===== config.mk =====
export PLATFORM = sky130hd
export DESIGN_NAME = snake_body_ctrl
export DESIGN_NICKNAME = d
export VERILOG_FILES = /design/src/rtl/snake_body_ctrl_pkg.sv /design/src/rtl/snake_body_ctrl_next_head.sv /design/src/rtl/snake_body_ctrl.sv
export SDC_FILE = /design/constraint.sdc
export NUM_CORES = 1
export LEC_CHECK = 0
export BUFFER_PORTS_ARGS = -buffer_cell sky130_fd_sc_hd__buf_2
export CORE_MARGIN = 4
export CORE_UTILIZATION = 61
export DETAILED_ROUTE_END_ITERATION = 7
export PLACE_DENSITY = 0.87
export SLEW_MARGIN = 30
export SYNTH_ARGS = -nofsm -noshare
export SYNTH_HDL_FRONTEND = slang
export SYNTH_HIERARCHICAL = 1
export SYNTH_SLANG_ARGS = --single-unit

===== constraint.sdc =====
create_clock -name i_Clk -period 20.5 [get_ports i_Clk]
set_clock_uncertainty 0.05 [all_clocks]
set_input_delay 3.075 -clock i_Clk [delete_from_list [all_inputs] [get_ports i_Clk]]
set_output_delay 3.075 -clock i_Clk [all_outputs]
set_load 0.02 [all_outputs]

===== src/rtl/snake_body_ctrl_pkg.sv =====
// Shared definitions for the snake body controller: grid defaults, coordinate type,
// direction and FSM state codes, initial snake placement.
package snake_body_ctrl_pkg;

  localparam int COORD_W      = 6;
  localparam int SIZE_W       = 12;
  localparam int XSIZE_DEF    = 48;
  localparam int YSIZE_DEF    = 64;
  localparam int MAX_SIZE_DEF = 20;
  localparam int INIT_X       = 24;
  localparam int INIT_Y       = 32;
  localparam int INIT_LEN     = 3;

  typedef logic [COORD_W-1:0] coord_t;

  typedef enum logic [1:0] {
    DIR_UP    = 2'b00,
    DIR_DOWN  = 2'b01,
    DIR_LEFT  = 2'b10,
    DIR_RIGHT = 2'b11
  } dir_t;

  typedef enum logic [1:0] {
    ST_INIT = 2'b00,
    ST_REQ  = 2'b01,
    ST_RUN  = 2'b10,
    ST_OVER = 2'b11
  } state_t;

  // Opposite directions differ only in bit 0 (up/down, left/right).
  function automatic dir_t reverse_dir(input dir_t d);
    return dir_t'(d ^ 2'b01);
  endfunction

endpackage


===== src/rtl/snake_body_ctrl_next_head.sv =====
// Combinational head stepper: current head + direction -> next head and wall flag.
// Build option WRAP_WALLS_EN: edges wrap around instead of raising the wall flag.
module snake_body_ctrl_next_head
  import snake_body_ctrl_pkg::*;
#(
  parameter int XSIZE = XSIZE_DEF,
  parameter int YSIZE = YSIZE_DEF
) (
  input  coord_t head_x,
  input  coord_t head_y,
  input  dir_t   dir,
  output coord_t next_x,
  output coord_t next_y,
  output logic   wall_hit
);

  localparam coord_t X_MAX = coord_t'(XSIZE - 1);
  localparam coord_t Y_MAX = coord_t'(YSIZE - 1);
  localparam coord_t ONE   = coord_t'(1);

  always_comb begin
    next_x   = head_x;
    next_y   = head_y;
    wall_hit = 1'b0;
    unique case (dir)
      DIR_UP: begin
        if (head_y == '0) begin
`ifdef WRAP_WALLS_EN
          next_y = Y_MAX;
`else
          wall_hit = 1'b1;
`endif
        end else begin
          next_y = head_y - ONE;
        end
      end
      DIR_DOWN: begin
        if (head_y == Y_MAX) begin
`ifdef WRAP_WALLS_EN
          next_y = '0;
`else
          wall_hit = 1'b1;
`endif
        end else begin
          next_y = head_y + ONE;
        end
      end
      DIR_LEFT: begin
        if (head_x == '0) begin
`ifdef WRAP_WALLS_EN
          next_x = X_MAX;
`else
          wall_hit = 1'b1;
`endif
        end else begin
          next_x = head_x - ONE;
        end
      end
      DIR_RIGHT: begin
        // x wraps at XSIZE-1 by explicit compare, not 6-bit overflow
        if (head_x == X_MAX) begin
`ifdef WRAP_WALLS_EN
          next_x = '0;
`else
          wall_hit = 1'b1;
`endif
        end else begin
          next_x = head_x + ONE;
        end
      end
      default: ;
    endcase
  end

endmodule


===== src/rtl/snake_body_ctrl.sv =====
// Snake body owner: moves/grows the body on move ticks, requests items, flags collisions.
// Build option WRAP_WALLS_EN (in snake_body_ctrl_next_head) turns walls into wrap-around edges.
module snake_body_ctrl
  import snake_body_ctrl_pkg::*;
#(
  parameter int XSIZE    = XSIZE_DEF,
  parameter int YSIZE    = YSIZE_DEF,
  parameter int MAX_SIZE = MAX_SIZE_DEF
) (
  input  logic                          i_Clk,
  input  logic                          i_Rst,
  input  logic                          i_Move_tick,
  input  logic [1:0]                    i_Dir,
  input  logic [COORD_W-1:0]            i_Item_x,
  input  logic [COORD_W-1:0]            i_Item_y,
  input  logic                          i_isMakeItem_Done,
  output logic                          o_ItemNeed,
  output logic [MAX_SIZE*COORD_W-1:0]   o_Body_x,
  output logic [MAX_SIZE*COORD_W-1:0]   o_Body_y,
  output logic [SIZE_W-1:0]             o_Body_size,
  output logic                          o_GameOver,
  output state_t                        o_Dbg_state
);

  // Item handshake: o_ItemNeed is a level held while in REQ; the generator answers with a
  // single-cycle i_isMakeItem_Done carrying a valid item, which is latched on that edge.

  state_t            state_q, state_d;
  dir_t              dir_q, eff_dir;
  coord_t            seg_x_q [MAX_SIZE];
  coord_t            seg_y_q [MAX_SIZE];
  logic [SIZE_W-1:0] size_q;
  coord_t            item_x_q, item_y_q;
  coord_t            next_x, next_y;
  logic              wall_hit, eat, self_hit, tick_run;

  snake_body_ctrl_next_head #(
    .XSIZE (XSIZE),
    .YSIZE (YSIZE)
  ) u_next_head (
    .head_x   (seg_x_q[0]),
    .head_y   (seg_y_q[0]),
    .dir      (eff_dir),
    .next_x   (next_x),
    .next_y   (next_y),
    .wall_hit (wall_hit)
  );

  // The tail cell is vacated by a plain move, so it only counts as an obstacle when eating.
  always_comb begin
    eff_dir  = (dir_t'(i_Dir) == reverse_dir(dir_q)) ? dir_q : dir_t'(i_Dir);
    eat      = (next_x == item_x_q) && (next_y == item_y_q);
    tick_run = (state_q == ST_RUN) && i_Move_tick;
    self_hit = 1'b0;
    for (int i = 0; i < MAX_SIZE; i++) begin
      if (((i < int'(size_q) - 1) || (eat && (i < int'(size_q)))) &&
          (seg_x_q[i] == next_x) && (seg_y_q[i] == next_y)) begin
        self_hit = 1'b1;
      end
    end
  end

  always_comb begin
    state_d = state_q;
    unique case (state_q)
      ST_INIT: state_d = ST_REQ;
      ST_REQ:  if (i_isMakeItem_Done) state_d = ST_RUN;
      ST_RUN: begin
        if (i_Move_tick) begin
          if (wall_hit || self_hit) state_d = ST_OVER;
          else if (eat)             state_d = ST_REQ;
        end
      end
      ST_OVER: state_d = ST_OVER;
      default: state_d = ST_INIT;
    endcase
  end

  always_ff @(posedge i_Clk or posedge i_Rst) begin
    if (i_Rst) state_q <= ST_INIT;
    else       state_q <= state_d;
  end

  always_ff @(posedge i_Clk or posedge i_Rst) begin
    if (i_Rst) begin
      dir_q    <= DIR_UP;
      size_q   <= SIZE_W'(INIT_LEN);
      item_x_q <= '0;
      item_y_q <= '0;
      for (int i = 0; i < MAX_SIZE; i++) begin
        if (i < INIT_LEN) begin
          seg_x_q[i] <= coord_t'(INIT_X);
          seg_y_q[i] <= coord_t'(INIT_Y + i);
        end else begin
          seg_x_q[i] <= '0;
          seg_y_q[i] <= '0;
        end
      end
    end else begin
      if ((state_q == ST_REQ) && i_isMakeItem_Done) begin
        item_x_q <= i_Item_x;
        item_y_q <= i_Item_y;
      end
      if (tick_run) begin
        dir_q <= eff_dir;
        if (!wall_hit && !self_hit) begin
          for (int i = MAX_SIZE - 1; i > 0; i--) begin
            seg_x_q[i] <= seg_x_q[i-1];
            seg_y_q[i] <= seg_y_q[i-1];
          end
          seg_x_q[0] <= next_x;
          seg_y_q[0] <= next_y;
          if (eat && (size_q < SIZE_W'(MAX_SIZE))) size_q <= size_q + 1'b1;
        end
      end
    end
  end

  always_comb begin
    o_Body_x = '0;
    o_Body_y = '0;
    for (int i = 0; i < MAX_SIZE; i++) begin
      o_Body_x[i*COORD_W +: COORD_W] = seg_x_q[i];
      o_Body_y[i*COORD_W +: COORD_W] = seg_y_q[i];
    end
  end

  assign o_ItemNeed  = (state_q == ST_REQ);
  assign o_GameOver  = (state_q == ST_OVER);
  assign o_Body_size = size_q;
  assign o_Dbg_state = state_q;

endmodule


* After elaboration in Yosys (flattened, before gate mapping)
Cells that the tools add are included.
** Storage, ports and cells
- Logic and storage cells :: 279
- Input port bits :: 18
- Register bits :: 268
- Output and inout bits :: 256
** Cells by class
- Bitwise logic cells :: 1
- Muxes and demuxes :: 37
- Magnitude comparators :: 41
- Equal/unequal tests :: 54
- Reduce and logical (&&, ||, !) cells :: 95
- $add $sub $neg :: 6
** Operators by type and width (count)
- == test 6 bit :: 42
- < comparator 5 x 13 -> 1 bit, first input constant :: 8
- < comparator 4 x 12 -> 1 bit, first input constant :: 8
- logical AND 1 bit :: 65
- < comparator 4 x 13 -> 1 bit, first input constant :: 4
- < comparator 6 x 13 -> 1 bit, first input constant :: 4
- < comparator 3 x 12 -> 1 bit, first input constant :: 4
- < comparator 5 x 12 -> 1 bit, first input constant :: 4
- < comparator 3 x 13 -> 1 bit, first input constant :: 2
- < comparator 1 x 12 -> 1 bit, first input constant :: 2
- < comparator 2 x 12 -> 1 bit, first input constant :: 2
- two-way mux 1 bit :: 24
- two-way mux 6 bit :: 4
- one-hot mux 6 bit (2 select lines) :: 2
- logical OR 1 bit :: 21
- < comparator 1 x 13 -> 1 bit, first input constant :: 1
- < comparator 2 x 13 -> 1 bit, first input constant :: 1
- subtractor 12 x 1 -> 13 bit, second input constant :: 1
- adder 12 x 1 -> 12 bit, second input constant :: 1
- adder 6 x 1 -> 6 bit, second input constant :: 2
- == test 6 bit, second input constant :: 2
- logical NOT 6 bit :: 2
- < comparator 12 x 5 -> 1 bit, second input constant :: 1
- subtractor 6 x 1 -> 6 bit, second input constant :: 2
- other kinds (13) :: 25

* Longest topological paths before layout
- Depth after elaboration :: 35
- Mapped depth :: 21
- Depth with buffers taken out :: 15

* By module
Netlist, hierarchy kept.
** Modules (own cells, without submodules)
- snake_body_ctrl :: seq. area each 6722.7 sq um, cells each 1122, times used 1, area each 13900.8 sq um
- snake_body_ctrl_next_head :: seq. area each 0.0 sq um, cells each 115, times used 1, area each 800.8 sq um

* Worst setup path before layout
OpenSTA, ideal clock, no wires.
- Kind :: in2reg
- Start :: input i_Dir[1]
- End :: register seg_x_q, in the netlist o_Body_x[100]
- Cell stages on the path :: 21
- Buffers on the path :: 6
- Data required time :: 20.322 ns
- Setup slack :: 13.086 ns
- Library setup time :: 0.128 ns
- Arrival time :: 7.237 ns
- Path through :: xor2_1 mux2_2 clkbuf_1 nor2b_1 nand4_1 o21bai_1 a222oi_1 clkbuf_1 buf_2 buf_2 xnor2_1 nand4_1 nor3_1 o21ai_0 nor2_1 a2111oi_2 nand4_1 nor4_4 buf_4 buf_6 mux2_1
** Between the ends
- Word-level cells in the longest chain between the ends :: 33
- Elaborated cells on any way between the ends :: 156
- Classes of those cells :: eq/ne: 46; mux: 24; reduce/logical: 86
** RTL lines
- start: declaration :: line snake_body_ctrl.sv:13 : input logic [1:0] i_Dir,
- == test 2 bit (*) :: line snake_body_ctrl.sv:51 : eff_dir = (dir_t'(i_Dir) == reverse_dir(dir_q)) ? dir_q : dir_t'(i_Dir);
- two-way mux 2 bit (*) :: line snake_body_ctrl.sv:51
- net eff_dir[0] :: line snake_body_ctrl.sv:29 : dir_t dir_q, eff_dir;
- == test 2 x 1 -> 1 bit or logical NOT 2 bit (tied branches) :: line snake_body_ctrl_next_head.sv:25 : unique case (dir)
- one-hot mux 6 bit (2 select lines) (*) :: line snake_body_ctrl_next_head.sv:25
- net next_y[4] :: line snake_body_ctrl.sv:34 : coord_t next_x, next_y;
- == test 6 bit :: line snake_body_ctrl.sv:52 : eat = (next_x == item_x_q) && (next_y == item_y_q);
- logical AND 1 bit :: line snake_body_ctrl.sv:52
- logical AND 1 bit :: line snake_body_ctrl.sv:56 : if (((i < int'(size_q) - 1) || (eat && (i < int'(size_q)))) &&
- logical OR 1 bit :: line snake_body_ctrl.sv:56
- logical AND 1 bit :: line snake_body_ctrl.sv:56
- logical AND 1 bit :: line snake_body_ctrl.sv:57 : (seg_x_q[i] == next_x) && (seg_y_q[i] == next_y)) begin
- two-way mux 1 bit (19 in a row) :: line snake_body_ctrl.sv:56
- two-way mux 1 bit (*) :: line snake_body_ctrl.sv:56
- logical NOT 1 bit (*) :: line snake_body_ctrl.sv:106 : if (!wall_hit && !self_hit) begin
- logical AND 1 bit (*) :: line snake_body_ctrl.sv:106
- AND reduction 2 bit (no line) (*)
- end signal: indexed assignment :: line snake_body_ctrl.sv:92 : seg_x_q[i] <= coord_t'(INIT_X);
- end signal: indexed assignment :: line snake_body_ctrl.sv:108 : seg_x_q[i] <= seg_x_q[i-1];
- end: declaration :: line snake_body_ctrl.sv:30 : coord_t seg_x_q [MAX_SIZE];
The timed path passes the listed nets; every way through them passes the cells marked *.
A chain may end at the register's enable or synchronous reset.

* Worst setup path after layout
- Start :: input i_Dir[1]
- End :: register seg_y_q, in the netlist o_Body_y[106]
** Between the ends
- Word-level cells in the longest chain between the ends :: 33
- Elaborated cells on any way between the ends :: 156
- Classes of those cells :: eq/ne: 46; mux: 24; reduce/logical: 86
** RTL lines
- == test 2 bit (*) :: line snake_body_ctrl.sv:51
- two-way mux 2 bit (*) :: line snake_body_ctrl.sv:51
- net eff_dir[0] :: line snake_body_ctrl.sv:29
- == test 2 x 1 -> 1 bit or logical NOT 2 bit (tied branches) :: line snake_body_ctrl_next_head.sv:25
- one-hot mux 6 bit (2 select lines) (*) :: line snake_body_ctrl_next_head.sv:25
- net next_y[4] :: line snake_body_ctrl.sv:34
- == test 6 bit :: line snake_body_ctrl.sv:52
- logical AND 1 bit :: line snake_body_ctrl.sv:52
- logical AND 1 bit :: line snake_body_ctrl.sv:56
- logical OR 1 bit :: line snake_body_ctrl.sv:56
- logical AND 1 bit :: line snake_body_ctrl.sv:56
- logical AND 1 bit :: line snake_body_ctrl.sv:57
- two-way mux 1 bit (19 in a row) :: line snake_body_ctrl.sv:56
- two-way mux 1 bit (*) :: line snake_body_ctrl.sv:56
- logical NOT 1 bit (*) :: line snake_body_ctrl.sv:106
- logical AND 1 bit (*) :: line snake_body_ctrl.sv:106
- AND reduction 2 bit (no line) (*)
- end signal: indexed assignment :: line snake_body_ctrl.sv:93 : seg_y_q[i] <= coord_t'(INIT_Y + i);
- end signal: indexed assignment :: line snake_body_ctrl.sv:109 : seg_y_q[i] <= seg_y_q[i-1];
- end: declaration :: line snake_body_ctrl.sv:31 : coord_t seg_y_q [MAX_SIZE];
Marks and branches as above.

==> impl_metrics.py <==
metrics = {
    "detailed_routing": {
        "wl_um": 43600,
        "vias_per_cell": 6.23,
        "drt-initial-drc-count": 1018,
        "wire_per_inst_um": 24.2,
        "vias": 11300,
        "drc_errors": 0,
        "antenna_left": 0,
        "dr.pass1.iters": 6,
    },
    "worst_setup_path": {
        "crit_top_cell": "buf_4",
        "crit_type": "in -> reg",
        "crit_path_max_fanout": 80,
        "rr_worst_depth": 19,
        "path_cells": "buf_2 -> xor2_1 -> mux2_2 -> nor2_1 -> and3_1 -> o21bai_1 -> a222oi_1 -> buf_4 -> xnor2_1 -> nand4_1 -> nor3_2 -> buf_4 -> a22oi_1 -> nor2_1 -> a2111oi_2 -> nand4_1 -> nor4_4 -> buf_4 -> buf_6 -> mux2_1",
        "r2r-start": "dir_q[1]$_DFFE_PP0P_",
        "reg2reg_slack_ns": 14.31,
        "worstSetupPathDepth": 20,
        "cp_top_family": "buffers and inverters",
        "slowest_delay_ns": 0.63,
        "cp.required_ns": 20.87,
        "end_kind": "flop",
        "crit_buf_inv": 5,
        "cp.arrival_ns": 9.06,
        "crit_slowest_cell": "buf_6",
        "worst_setup_path_start_kind": "primary input",
        "startpoint": "i_Dir[1]",
    },
    "clock_network": {
        "cts_tree": "yes",
        "cts_root_buffer": "clkbuf_16",
        "post_cts_buffers": 0,
        "cts.repair.resized": 0,
        "clkLatencyLatePin_ns": 0.56,
        "hold_buffers": 0,
        "numCtsBuffers": 29,
        "cts_sinks": 268,
        "htree_num_levels": 1,
        "clockBufferDepth": 3,
        "clk_pin_slew_ns": 0.06,
    },
    "global_route": {
        "track_usage_pct": 32.5,
        "grt_pass1_vias": 11400,
        "antenna_found_initial": 0,
        "grt_max_degree": 149,
        "gr-total-overflow": 0,
        "grt_pass1_wl_um": 67900,
    },
    "sta": {
        "finalSetupViolations": 0,
        "maxSlewViolCount": 0,
        "layout_min_cycle_time_ns": 8.69,
        "rsz0062_at_grt": "false",
        "setup_tns_ns": 0,
        "worst_slack_ns": 11.81,
        "worstMarginPinSlew_ns": 0.913,
        "period_share_pct": 42.4,
        "max_freq_ghz": 0.115,
        "finalHoldViolations": 0,
        "slew_headroom_pct": 39.1,
    },
    "yosys": {
        "ys_top_cells_by_area": "dfrtp_1, mux2_1, xnor2_1",
        "synth_top_cell_by_area": "dfrtp_1",
        "syn_area_sq_um": 14700,
        "syn_area_per_cell_sq_um": 11.9,
        "synth.top_cell.area_share_pct": 43.4,
        "synthesis.nets": 1263,
        "ys_seq_area_share_pct": 45.7,
        "synth-main-ff-cell": "dfrtp_1",
        "synth_cell_type_count": 76,
        "synth_seq_cells": 268,
        "synth-edff-count": 0,
        "synth-async-reset-ratio_pct": 100,
        "yosys_warnings": 6,
        "syn_inst": 1237,
    },
    "final_layout": {
        "fillers": 1641,
        "finalNetCount": 1493,
        "diodes": 0,
        "drive_gt1_share_pct": 29.5,
        "syn_to_final_growth_pct": 16.1,
    },
    "job": {
        "maxCapViolCount": 0,
    },
    "floorplan": {
        "num_rows": 56,
        "pin_count": 274,
        "die_height_um": 163,
        "dieArea_sq_um": 26600,
        "core_sq_um": 23600,
        "die_width_um": 163,
        "start_util_pct": 62.3,
    },
    "power_and_ir_drop": {
        "p_sw_mw": 0.286,
        "ir_worst_vdd_mv": 0.0589,
        "p_leak_nw": 9.29,
        "internal_power_mw": 0.853,
        "swShare_pct": 25.1,
        "power_density_nw_per_um2": 66.8,
        "pwr-share-clk_pct": 43.3,
        "comb_power_share_pct": 9.7,
        "seq_power_share_pct": 47.0,
    },
    "min_path": {
        "min_path_type": "reg -> reg",
        "min_from": "o_Body_size[8]$_DFFE_PP0P_",
        "min_path_cells": 0,
    },
    "placed_design": {
        "place_congestion": 0.916,
        "dp_slack_ns": 11.20,
        "port_buffers": 273,
        "hpwl_um": 29900,
    },
    "status": {
        "status": "completed",
    },
}
[metrics by stage]
step | instances | area, sq um | hold slack, ns | total power, mW | util, %
finish | 1806 | 17100 | 0.363 | 1.14 | 72.3
global route | 1806 | 17100 | 0.394 | 1.18 | 72.3
CTS | 1806 | 17100 | 0.367 | 1.14 | 72.2
detailed placement | 1755 | 16200 | 0.356 | 0.654 | 68.4
global placement | 1755 | 16200 | 0.351 | 0.651 | 68.4
floorplan | 1237 | 14700 | 0.425 | 0.621 | -
[registers in the layout, indices dropped and copies added (netlist names)]
name / count
o_Dbg_state: 2
item_x_q: 6
item_y_q: 6
o_Body_y: 120
dir_q: 2
o_Body_size: 12
o_Body_x: 120
[synth_stat cells, drive strengths merged, types with 3 or more instances]
library cell,number
a22oi,3
dfrtp,255
nor3,28
and2,6
a21oi,20
nor2,34
nand3,25
xor2,103
or3,3
o22ai,5
clkbuf,30
nor2b,5
a21o,3
inv,11
nor4,31
mux2i,5
buf,62
o31ai,4
o41ai,3
mux2,255
nand4,43
nand2,32
a21boi,3
ha,8
xnor2,163
or2,3
nand2b,6
a211oi,5
a31oi,5
dfstp,13
and3,5
o21ai,19
[final timing paths]
kind,endpoint
hold reg to reg,o_Body_size[8]$_DFFE_PP0P_
setup / recovery,o_Body_y[106]$_DFFE_PP0P_
setup reg to reg,o_Body_y[106]$_DFFE_PP0P_
max in group asynchronous,o_Body_x[11]$_DFFE_PP0P_
hold / removal,o_Body_size[8]$_DFFE_PP0P_
min in group asynchronous,o_Body_x[70]$_DFFE_PP0P_
[power by group through the flow]
stage          Sequential, mW  Clock [mW]  Combinational [mW]
2_1_floorplan           0.544           0              0.0770
3_5_place_dp            0.545           0               0.109
3_3_place_gp            0.545           0               0.106
6_report                0.536       0.494               0.110
5_1_grt                 0.535       0.524               0.119
4_1_cts                 0.536       0.497               0.109
[cells by family (layout without fill, tap and decap cells)]
kind of cell / count (synthesis) / in the layout / share of synthesized area, %
AOI/OAI and AO/OA: 99 / 99 / 4.63
xor gates and xnor gates: 266 / 266 / 15.8
buffers and inverters: 103 / 353 / 4.14
and+or+nand+nor: 232 / 232 / 8.95
adders and majority gates: 8 / 8 / 0.681
DFF: 268 / 268 / 45.7
muxes: 261 / 261 / 20.0
[area by class of cell]
class | instances | area (sq um) | share of cell area (%)
Clock inverter | 9 | 62.6 | 0.367
Multi-Input combinational cell | 866 | 7470 | 43.8
Sequential cell | 268 | 6720 | 39.4
Inverter | 11 | 53.8 | 0.315
Clock buffer | 42 | 835 | 4.89
Timing Repair Buffer | 291 | 1520 | 8.89
Tap cell | 319 | 399 | 2.34
[per-layer routing]
layer	track usage (%)	part of all wire, %	vias up
li1	-	-	4827
met1	44.4	40	5754
met2	52.6	48	548
met3	5.30	7.8	125
met4	12.2	3.8	0
met5	0	0	-
[cells in the final DEF (no fill, tap or decap), types with 23 or more instances in the layout]
| cell | count |
|---|---|
| buf_2 | 273 |
| dfrtp_1 | 255 |
| mux2_1 | 189 |
| xnor2_1 | 161 |
| xor2_1 | 103 |
| mux2_2 | 66 |
| nand4_1 | 43 |
| nand2_1 | 32 |
| nor2_1 | 32 |
| nor4_1 | 30 |
| clkbuf_16 | 29 |
| nand3_1 | 25 |
| nor3_1 | 23 |
Power figures use the tool's default switching activity.
